### config.mk
export PLATFORM = sky130hd
export DESIGN_NAME = midi_tx
export DESIGN_NICKNAME = d
export VERILOG_FILES = /design/src/rtl/midi_pkg.sv /design/src/rtl/midi_tx_if.sv /design/src/rtl/midi_fifo.sv /design/src/rtl/midi_tx_wb.sv /design/src/rtl/midi_tx.sv
export SDC_FILE = /design/constraint.sdc
export NUM_CORES = 1
export LEC_CHECK = 0
export BUFFER_PORTS_ARGS = -buffer_cell sky130_fd_sc_hd__buf_2
export CORE_ASPECT_RATIO = 1.4
export CORE_UTILIZATION = 53
export CTS_CLUSTER_SIZE = 20
export DETAILED_ROUTE_END_ITERATION = 16
export GPL_ROUTABILITY_DRIVEN = 1
export MAX_ROUTING_LAYER = met4
export PLACE_DENSITY = 0.8
export SYNTH_ARGS = -nofsm -noshare
export SYNTH_HDL_FRONTEND = slang
export SYNTH_SLANG_ARGS = --single-unit
### constraint.sdc
create_clock -name wb_clk_i -period 2.62 [get_ports wb_clk_i]
set_clock_uncertainty 0.15 [all_clocks]
set_input_delay 0.524 -clock wb_clk_i [delete_from_list [all_inputs] [get_ports wb_clk_i]]
set_output_delay 0.524 -clock wb_clk_i [all_outputs]
set_load 0.1 [all_outputs]
### src/rtl/midi_pkg.sv
// Shared definitions for the MIDI transmit/receive blocks: FSM states,
// register offsets, STATUS bit positions and the count-saturation helper.
package midi_pkg;

  typedef enum logic [1:0] {
    ST_IDLE  = 2'd0,
    ST_START = 2'd1,
    ST_DATA  = 2'd2,
    ST_STOP  = 2'd3
  } midi_state_e;

  localparam logic REG_STATUS = 1'b0;
  localparam logic REG_TXDATA = 1'b1;

  localparam int STAT_EMPTY   = 0;
  localparam int STAT_FULL    = 1;
  localparam int STAT_BUSY    = 2;
  localparam int STAT_OVF     = 3;
  localparam int STAT_CNT_LSB = 4;

  // The STATUS count field is only four bits wide, so a 16-entry FIFO tops out at 15.
  function automatic logic [3:0] sat_count4(input logic [4:0] count);
    if (count > 5'd15) begin
      sat_count4 = 4'd15;
    end else begin
      sat_count4 = count[3:0];
    end
  endfunction

endpackage

### src/rtl/midi_tx_if.sv
// Wishbone-style register bus between a host (master) and a MIDI peripheral (slave).
interface midi_tx_if;
  logic [7:0] addr;
  logic [7:0] wdata;
  logic [7:0] rdata;
  logic       stb;
  logic       we;
  logic       ack;

  modport master (output addr, output wdata, output stb, output we, input rdata, input ack);
  modport slave  (input addr, input wdata, input stb, input we, output rdata, output ack);
endinterface

### src/rtl/midi_fifo.sv
// Synchronous byte FIFO with occupancy count; a push into a full FIFO is
// accepted only when a pop happens in the same cycle.
module midi_fifo #(
  parameter int WIDTH = 8,
  parameter int DEPTH = 4
) (
  input  logic                       clk_i,
  input  logic                       rst_n_i,
  input  logic                       push_i,
  input  logic                       pop_i,
  input  logic [WIDTH-1:0]           wdata_i,
  output logic [WIDTH-1:0]           rdata_o,
  output logic                       full_o,
  output logic                       empty_o,
  output logic [$clog2(DEPTH):0]     count_o
);
  localparam int AW = $clog2(DEPTH);
  localparam int CW = AW + 1;

  logic [WIDTH-1:0] mem_q [DEPTH];
  logic [AW-1:0]    wptr_q, wptr_d;
  logic [AW-1:0]    rptr_q, rptr_d;
  logic [CW-1:0]    count_q, count_d;
  logic             push_ok_s;
  logic             pop_ok_s;

  assign empty_o   = (count_q == {CW{1'b0}});
  assign full_o    = (count_q == CW'(DEPTH));
  assign count_o   = count_q;
  assign rdata_o   = mem_q[rptr_q];
  assign pop_ok_s  = pop_i && !empty_o;
  assign push_ok_s = push_i && (!full_o || pop_ok_s);

  // Pointer and occupancy next-state.
  always_comb begin
    wptr_d  = wptr_q;
    rptr_d  = rptr_q;
    count_d = count_q;
    if (push_ok_s) begin
      wptr_d = wptr_q + AW'(1'b1);
    end else begin
      wptr_d = wptr_q;
    end
    if (pop_ok_s) begin
      rptr_d = rptr_q + AW'(1'b1);
    end else begin
      rptr_d = rptr_q;
    end
    case ({push_ok_s, pop_ok_s})
      2'b10:   count_d = count_q + CW'(1'b1);
      2'b01:   count_d = count_q - CW'(1'b1);
      default: count_d = count_q;
    endcase
  end

  // Storage and pointer registers.
  always_ff @(posedge clk_i or negedge rst_n_i) begin
    if (!rst_n_i) begin
      wptr_q  <= {AW{1'b0}};
      rptr_q  <= {AW{1'b0}};
      count_q <= {CW{1'b0}};
      for (int i = 0; i < DEPTH; i++) begin
        mem_q[i] <= {WIDTH{1'b0}};
      end
    end else begin
      wptr_q  <= wptr_d;
      rptr_q  <= rptr_d;
      count_q <= count_d;
      if (push_ok_s) begin
        mem_q[wptr_q] <= wdata_i;
      end
    end
  end

endmodule

### src/rtl/midi_tx_wb.sv
// Register-bus slave for the MIDI transmitter: address decode, zero-wait
// acknowledge, STATUS read mux and TXDATA push strobe.
module midi_tx_wb
  import midi_pkg::*;
#(
  parameter logic [7:0] BASE_ADDR = 8'h10
) (
  midi_tx_if.slave   bus,
  input  logic [7:0] status_i,
  output logic       push_o,
  output logic [7:0] push_data_o,
  output logic       status_rd_o
);
  logic hit_s;
  logic offset_s;

  assign hit_s       = bus.stb && (bus.addr[7:1] == BASE_ADDR[7:1]);
  assign offset_s    = bus.addr[0];
  assign bus.ack     = hit_s;
  assign push_data_o = bus.wdata;

  // Decode strobes and read data; TXDATA reads and misses return zero.
  always_comb begin
    bus.rdata   = 8'h00;
    push_o      = 1'b0;
    status_rd_o = 1'b0;
    if (hit_s && !bus.we && (offset_s == REG_STATUS)) begin
      bus.rdata   = status_i;
      status_rd_o = 1'b1;
    end else begin
      bus.rdata   = 8'h00;
      status_rd_o = 1'b0;
    end
    if (hit_s && bus.we && (offset_s == REG_TXDATA)) begin
      push_o = 1'b1;
    end else begin
      push_o = 1'b0;
    end
  end

endmodule

### src/rtl/midi_tx.sv
// MIDI serial transmitter: register-mapped byte FIFO feeding an 8N1 framer
// (start, 8 data bits LSB first, stop), CLKS_PER_BIT clocks per bit.
module midi_tx
  import midi_pkg::*;
#(
  parameter int         CLKS_PER_BIT = 8,
  parameter int         FIFO_DEPTH   = 4,
  parameter logic [7:0] BASE_ADDR    = 8'h10
) (
  input  logic       wb_clk_i,
  input  logic       wb_rst_n_i,
  input  logic [7:0] wb_addr_i,
  input  logic [7:0] wb_dat_i,
  output logic [7:0] wb_dat_o,
  input  logic       wb_stb_i,
  input  logic       wb_we_i,
  output logic       wb_ack_o,
  output logic       midi_out
);
  localparam int         CW       = $clog2(FIFO_DEPTH) + 1;
  localparam logic [7:0] CNT_LAST = 8'(CLKS_PER_BIT - 1);

  midi_tx_if bus_if ();

  assign bus_if.addr  = wb_addr_i;
  assign bus_if.wdata = wb_dat_i;
  assign bus_if.stb   = wb_stb_i;
  assign bus_if.we    = wb_we_i;
  assign wb_dat_o     = bus_if.rdata;
  assign wb_ack_o     = bus_if.ack;

  midi_state_e   state_q, state_d;
  logic [7:0]    bit_cnt_q, bit_cnt_d;
  logic [2:0]    bit_idx_q, bit_idx_d;
  logic [7:0]    shift_q, shift_d;
  logic          ovf_q, ovf_d;
  logic          midi_out_q, midi_out_d;
  logic          bit_end_s;
  logic          wr_push_s;
  logic [7:0]    wr_data_s;
  logic          status_rd_s;
  logic          fifo_pop_s;
  logic [7:0]    fifo_rdata_s;
  logic          fifo_full_s;
  logic          fifo_empty_s;
  logic [CW-1:0] fifo_count_s;
  logic          rejected_s;
  logic [7:0]    status_s;

  midi_tx_wb #(.BASE_ADDR(BASE_ADDR)) u_wb (
    .bus         (bus_if.slave),
    .status_i    (status_s),
    .push_o      (wr_push_s),
    .push_data_o (wr_data_s),
    .status_rd_o (status_rd_s)
  );

  midi_fifo #(.WIDTH(8), .DEPTH(FIFO_DEPTH)) u_fifo (
    .clk_i   (wb_clk_i),
    .rst_n_i (wb_rst_n_i),
    .push_i  (wr_push_s),
    .pop_i   (fifo_pop_s),
    .wdata_i (wr_data_s),
    .rdata_o (fifo_rdata_s),
    .full_o  (fifo_full_s),
    .empty_o (fifo_empty_s),
    .count_o (fifo_count_s)
  );

  assign bit_end_s  = (bit_cnt_q == CNT_LAST);
  assign rejected_s = wr_push_s && fifo_full_s && !fifo_pop_s;
  assign midi_out   = midi_out_q;

  // STATUS register image.
  always_comb begin
    status_s                       = 8'h00;
    status_s[STAT_EMPTY]           = fifo_empty_s;
    status_s[STAT_FULL]            = fifo_full_s;
    status_s[STAT_BUSY]            = (state_q != ST_IDLE);
    status_s[STAT_OVF]             = ovf_q;
    status_s[STAT_CNT_LSB +: 4]    = sat_count4(5'(fifo_count_s));
  end

  // Sticky overflow: a rejected push wins over a clearing STATUS read.
  always_comb begin
    ovf_d = ovf_q;
    if (rejected_s) begin
      ovf_d = 1'b1;
    end else if (status_rd_s) begin
      ovf_d = 1'b0;
    end else begin
      ovf_d = ovf_q;
    end
  end

  // Framer next-state; STOP reloads straight into START so frames are gapless.
  always_comb begin
    state_d    = state_q;
    bit_cnt_d  = bit_cnt_q;
    bit_idx_d  = bit_idx_q;
    shift_d    = shift_q;
    fifo_pop_s = 1'b0;
    case (state_q)
      ST_IDLE: begin
        bit_cnt_d = 8'd0;
        bit_idx_d = 3'd0;
        if (!fifo_empty_s) begin
          fifo_pop_s = 1'b1;
          shift_d    = fifo_rdata_s;
          state_d    = ST_START;
        end else begin
          state_d = ST_IDLE;
        end
      end
      ST_START: begin
        if (bit_end_s) begin
          bit_cnt_d = 8'd0;
          bit_idx_d = 3'd0;
          state_d   = ST_DATA;
        end else begin
          bit_cnt_d = bit_cnt_q + 8'd1;
        end
      end
      ST_DATA: begin
        if (bit_end_s) begin
          bit_cnt_d = 8'd0;
          if (bit_idx_q == 3'd7) begin
            state_d = ST_STOP;
          end else begin
            bit_idx_d = bit_idx_q + 3'd1;
          end
        end else begin
          bit_cnt_d = bit_cnt_q + 8'd1;
        end
      end
      ST_STOP: begin
        if (bit_end_s) begin
          bit_cnt_d = 8'd0;
          bit_idx_d = 3'd0;
          if (!fifo_empty_s) begin
            fifo_pop_s = 1'b1;
            shift_d    = fifo_rdata_s;
            state_d    = ST_START;
          end else begin
            state_d = ST_IDLE;
          end
        end else begin
          bit_cnt_d = bit_cnt_q + 8'd1;
        end
      end
      default: begin
        state_d   = ST_IDLE;
        bit_cnt_d = 8'd0;
        bit_idx_d = 3'd0;
      end
    endcase
  end

  // Line level follows the current state, so the output lags the state by one clock.
  always_comb begin
    midi_out_d = 1'b1;
    case (state_q)
      ST_IDLE:  midi_out_d = 1'b1;
      ST_START: midi_out_d = 1'b0;
      ST_DATA:  midi_out_d = shift_q[bit_idx_q];
      ST_STOP:  midi_out_d = 1'b1;
      default:  midi_out_d = 1'b1;
    endcase
  end

  // Framer, overflow and line registers.
  always_ff @(posedge wb_clk_i or negedge wb_rst_n_i) begin
    if (!wb_rst_n_i) begin
      state_q    <= ST_IDLE;
      bit_cnt_q  <= 8'd0;
      bit_idx_q  <= 3'd0;
      shift_q    <= 8'h00;
      ovf_q      <= 1'b0;
      midi_out_q <= 1'b1;
    end else begin
      state_q    <= state_d;
      bit_cnt_q  <= bit_cnt_d;
      bit_idx_q  <= bit_idx_d;
      shift_q    <= shift_d;
      ovf_q      <= ovf_d;
      midi_out_q <= midi_out_d;
    end
  end

endmodule

[Yosys cells after proc, flatten, opt, wreduce, memory -nomap -nowiden]
Cells that the tools add are included.
Storage, ports and cells
  logic and storage cells: 101
  bits in registers: 62
Cells by class
  reduce and logical (&&, ||, !) cells: 27
  bitwise logic cells: 3
  eq/ne operators: 15
  muxes and demuxes: 33
  magnitude comparators: 4
  add/sub/neg operators: 6
Operators by type and width (number)
  8-bit two-way mux: 6
  32-bit bitwise mux: 1
  8-bit one-hot mux with 2 select lines: 2
  8-bit binary-select mux with 2-bit select: 1
  8-bit demux with 2-bit select: 1
  1-bit logical AND: 10
  2-bit inequality test (second input constant): 5
  3-bit two-way mux: 3
  3-bit one-hot mux with 3 select lines: 1
  8-bit by 1-bit adder with 8-bit output (second input constant): 1
  8-bit by 3-bit equality test with 1-bit output (second input constant): 1
  1-bit two-way mux: 8
  2-bit two-way mux: 4
  2-bit one-hot mux with 4 select lines: 1
  2-bit nonzero test: 4
  7-bit by 4-bit equality test with 1-bit output (second input constant): 1
  7-bit two-way mux: 1
  3-bit by 1-bit adder with 3-bit output (second input constant): 2
  2-bit equality test (second input constant): 3
  3-bit equality test (second input constant): 2
  3-bit greater-or-equal comparator (second input constant): 2
  2-bit NOT with 3-bit output: 2
  3-bit one-hot mux with 2 select lines: 1
  2-bit by 1-bit adder with 2-bit output (second input constant): 2
  other kinds (18): 23

[Longest topological paths before layout]
  word-level depth: 9
  mapped depth: 12
  depth with buffers taken out: 11

[Modules after synthesis]
A second synthesis with hierarchy kept.
Unflattened totals
  cell total of the unflattened synthesis: 244
  area, all modules: 3253.1 um2
Modules (own cells, without submodules)
  midi_fifo: area an instance 1801.7 um2, cells each 115, instances 1
  midi_tx: area an instance 1192.4 um2, cells each 95, instances 1
  midi_tx_wb: area an instance 259.0 um2, cells each 34, instances 1

[Worst setup path before layout]
No wires, ideal clock.
  path kind: input-to-output
  start point: input wb_addr_i[7]
  end point: output wb_dat_o[2]
  path buffers: 0
  data required time: 1946 ps
  arrival: 3862 ps
  path slack: -1916 ps
  stages: 3
  cell sequence: nor4b_1 > nand2_1 > nor4_1
On the way
  longest elaborated chain between the ends: 5
RTL lines
  from (decl): RTL line midi_tx.sv:12  | input logic [7:0] wb_addr_i,
  7-bit by 4-bit equality test with 1-bit output: RTL line midi_tx_wb.sv:17  | assign hit_s = bus.stb && (bus.addr[7:1] == BASE_ADDR[7:1]);
  1-bit logical AND: RTL line midi_tx_wb.sv:17
  1-bit logical AND (2 in a row): RTL line midi_tx_wb.sv:27  | if (hit_s && !bus.we && (offset_s == REG_STATUS)) begin
  7-bit two-way mux: RTL line midi_tx_wb.sv:27
  to (decl): RTL line midi_tx.sv:14  | output logic [7:0] wb_dat_o,
No other way between the ends.

[Worst setup path in the final report]
  start point: register state_q[0]
  end point: register u_fifo.count_q[2], in the netlist u_fifo.count_o[2]
On the way
  longest elaborated chain between the ends: 7
RTL lines
  from (decl): RTL line midi_tx.sv:32  | midi_state_e state_q, state_d;
  from (signal assigned): RTL line midi_tx.sv:181  | state_q <= state_d;
  2-bit equality test or 2-bit logical NOT (tied branches): RTL line midi_tx.sv:103  | case (state_q)
  1-bit one-hot mux with 2 select lines *: RTL line midi_tx.sv:103
  1-bit logical AND *: RTL line midi_fifo.sv:31  | assign pop_ok_s = pop_i && !empty_o;
  1-bit logical OR: RTL line midi_fifo.sv:32  | assign push_ok_s = push_i && (!full_o || pop_ok_s);
  1-bit logical AND: RTL line midi_fifo.sv:32
  2-bit by 1-bit equality test with 1-bit output or 2-bit equality test (tied branches): RTL line midi_fifo.sv:49  | case ({push_ok_s, pop_ok_s})
  3-bit one-hot mux with 2 select lines or 2-bit nonzero test (tied branches)
  to (signal assigned): RTL line midi_fifo.sv:61  | count_q <= {CW{1'b0}};
  to (signal assigned): RTL line midi_fifo.sv:68  | count_q <= count_d;
  to (decl): RTL line midi_fifo.sv:23  | logic [CW-1:0] count_q, count_d;
Mark *: on every way between the ends. The rest lies on a longest branch, timed or not.
A chain may end at the register's enable or synchronous reset.

==> impl_metrics.yaml <==
routing:
  vias: 2007
  wl_mm: 6.37
  wl_per_cell_um: 17.7
  ant_nets: 0
  drt_iter0_drc: 42
  drt-pass1-iter-count: 4
  via_per_inst: 5.56
  drc: 0
final_layout:
  layout.nets: 322
  diodes: 0
  area_growth_pct: 28.6
  fillers: 366
  layout-drive-gt1-share_pct: 48.5
die:
  die_w_um: 67.2
  io_pins: 30
  start_util_pct: 56.2
  dieArea_um2: 6260
  die_h_um: 93.2
  core_um2: 5610
  row_count: 32
logic_synthesis:
  syn-num-nets: 265
  synth.top_cell.area_share_pct: 48.5
  synthCells: 231
  synth_seq_area_share_pct: 49.3
  synth_edf_count: 0
  synth_largest_area_cell: "dfrtp_1"
  ys.flop_type: "dfrtp_1"
  syn_area_um2: 3150
  avgSynthCellArea_um2: 13.6
  synth-seq-cells: 62
  synth_common_cells: "dfrtp_1 (61), mux2_2 (24), ha_1 (13)"
  async_reset_ff_share_pct: 100
  synth.most_common_cell: "dfrtp_1"
  synth_area_leaders: "dfrtp_1 (48%), mux2_2 (8.6%), mux4_2 (7.1%)"
  ys_types: 45
  ys_warn_count: 0
worst_hold_path:
  min_path_type: "primary input to flop"
  min_path_cells: 2
  hold-path-endpoint: "u_fifo.mem_q[24]"
  holdCritStartpoint: "wb_dat_i[0]"
placed_design:
  dp_hpwl_mm: 4.20
  place_ws_ns: 0.0263
  gp_congestion: 0.766
  numPortBuffers: 28
global_route:
  grtUsageTotal_pct: 24.1
  grt_pass1_wl_mm: 10.4
  antenna_found_initial: 0
  overflow: 0
  grt_pass1_vias: 2183
  grt_max_degree: 25
clocking:
  cts_made_buffers: 9
  clockBufferDepth: 2
  clk_pin_slew_ns: 0.08
  ctsHtreeMaxLevel: 3
  cts_tree: "done"
  cts.sinks: 62
  ctsRootBufferMaster: "clkbuf_8"
  clk-insertion-delay-late_ns: 0.35
worst_setup_path:
  end_kind: "flop"
  start_kind: "flop"
  reg2reg_from: "state_q[0]"
  ff2ff_path_depth: 11
  r2r_setup_slack_ns: -0.001
  r2r_end: "u_fifo.count_o[2]"
  slowest_stage: "dfrtp_1"
  cp_num_buf_inv: 2
  required_ns: 2.75
  cp_cell_sequence: "buf_6, ha_4, nor2b_1, and4b_2, o21ai_2, ha_2, inv_1, fa_2, xor2_2, nor2_1, xor2_1"
  path_delay_family: "adder cells"
  crit_arrival_ns: 2.75
  path_max_fanout: 4
  crit_type: "flop to flop"
  max_stage_delay_ns: 0.42
outcome:
  status: "finished with violations"
  violations: "negative setup slack"
sta:
  setup_viol: 1
  max-slew-margin-rel_pct: 60.5
  period_needed_ns: 2.62
  fin_setup_tns_ns: -0.00121
  worstMarginPinSlew_ns: 0.592
  clock.fmax_ghz: 0.382
  final_hold_viol_count: 0
  maxSlewViolCount: 0
  fin_crit_sh_pct: 100
  fin_ws_ns: -0.00121
power_and_ir_drop:
  power_density_nw_per_um2: 490
  vdd_drop_max_uv: 478
  finalPower_mw: 1.98
  leakage_nw: 1.95
flow_run:
  cap_violations: 0
==> layer usage <==
layer	track usage (%)	part of all wire, %	up-vias
met5	-	0	-
met4	11.3	2.2	0
met3	6.83	3.1	14
met2	39.6	56	32
met1	26.3	38	1017
li1	-	-	944
==> sequential cells by signal, summed over array words and instances (netlist names) <==
signal          count
u_fifo.mem_q       32
bit_cnt_q           8
shift_q             8
bit_idx_q           3
u_fifo.count_o      3
state_q             2
u_fifo.rptr_q       2
u_fifo.wptr_q       2
midi_out            1
ovf_q               1
==> worst register-to-register path, delay by kind of cell (launching register included) <==
kind | cells | cell delay (ns)
flip-flops | 1 | 0.42
AO/OA/AOI/OAI | 1 | 0.21
buffers and inverters | 2 | 0.20
adder cells (fa/ha/maj) | 3 | 0.74
XOR/XNOR | 2 | 0.30
AND/OR/NAND/NOR | 3 | 0.52
==> per-stage QoR <==
stage               instance area, um^2  hold WS [ns]  utilization (%)  std cells
floorplan                          3260        0.0784                -        231
CTS                                4010         0.269             71.5        356
detailed placement                 3670         0.302             65.5        333
global placement                   3670         0.303             65.5        333
finish                             4050         0.275             72.3        361
global route                       4050         0.269             72.3        361
==> where the power goes <==
part           total [mW]  internal (mW)  switching (mW)
clock network       0.937          0.538           0.399
registers           0.968          0.963         0.00512
logic              0.0781         0.0262          0.0519
==> kinds of logic (layout without fill, tap and decap cells) <==
| logic type | after synthesis | count (layout) | share of synthesized area (%) |
|---|---|---|---|
| DFF | 62 | 62 | 49.3 |
| muxes | 54 | 54 | 23.8 |
| and+or+nand+nor | 50 | 50 | 9.29 |
| AOI/OAI and AO/OA | 20 | 20 | 5.60 |
| buffers and inverters | 18 | 80 | 2.78 |
| adders and majority gates | 14 | 14 | 5.80 |
| xor gates and xnor gates | 12 | 12 | 3.34 |
| other | 1 | 1 | 0.119 |
==> cells in the final DEF, fill, tap and decap left out, types with 4 or more instances in the layout <==
master / count
inv_1: 9
o21ai_0: 5
xor2_1: 8
nand3_1: 5
buf_2: 20
ha_1: 9
nor2_1: 10
nor4_4: 4
mux2_4: 8
dfrtp_1: 61
buf_12: 9
nand2_1: 8
mux2_1: 11
mux2_2: 24
clkbuf_8: 9
mux4_2: 10
buf_4: 21
==> final cells by class <==
cell class | count | area [um^2] | area share (%)
Multi-Input combinational cell | 151 | 1680 | 41.5
Clock buffer | 9 | 124 | 3.06
Tap cell | 68 | 85.1 | 2.10
Timing Repair Buffer | 53 | 470 | 11.6
Clock inverter | 7 | 97.6 | 2.41
Inverter | 11 | 41.3 | 1.02
Sequential cell | 62 | 1550 | 38.3
==> timing repair <==
item	in CTS	in global routing
gates resized for setup	11	4
setup endpoints to repair	1	1
setup buffers	6	5
pin swaps	5	6
hold endpoints to repair	15	0
hold buffers	1	0
==> how the worst max path moves through the flow <==
stage                  from                end  slack [ns]  cells past startpoint
4_1_cts          state_q[0]  u_fifo.count_o[2]       0.002                     10
5_1_grt          state_q[1]  u_fifo.count_o[2]       -0.09                     11
3_3_place_gp     state_q[0]  u_fifo.count_o[2]        0.11                     10
3_5_place_dp     state_q[0]  u_fifo.count_o[2]        0.03                     10
6_report         state_q[0]  u_fifo.count_o[2]      -0.001                     11
2_1_floorplan  wb_addr_i[6]        wb_dat_o[3]        -0.1                      3
(Power assumes the default switching activity.)
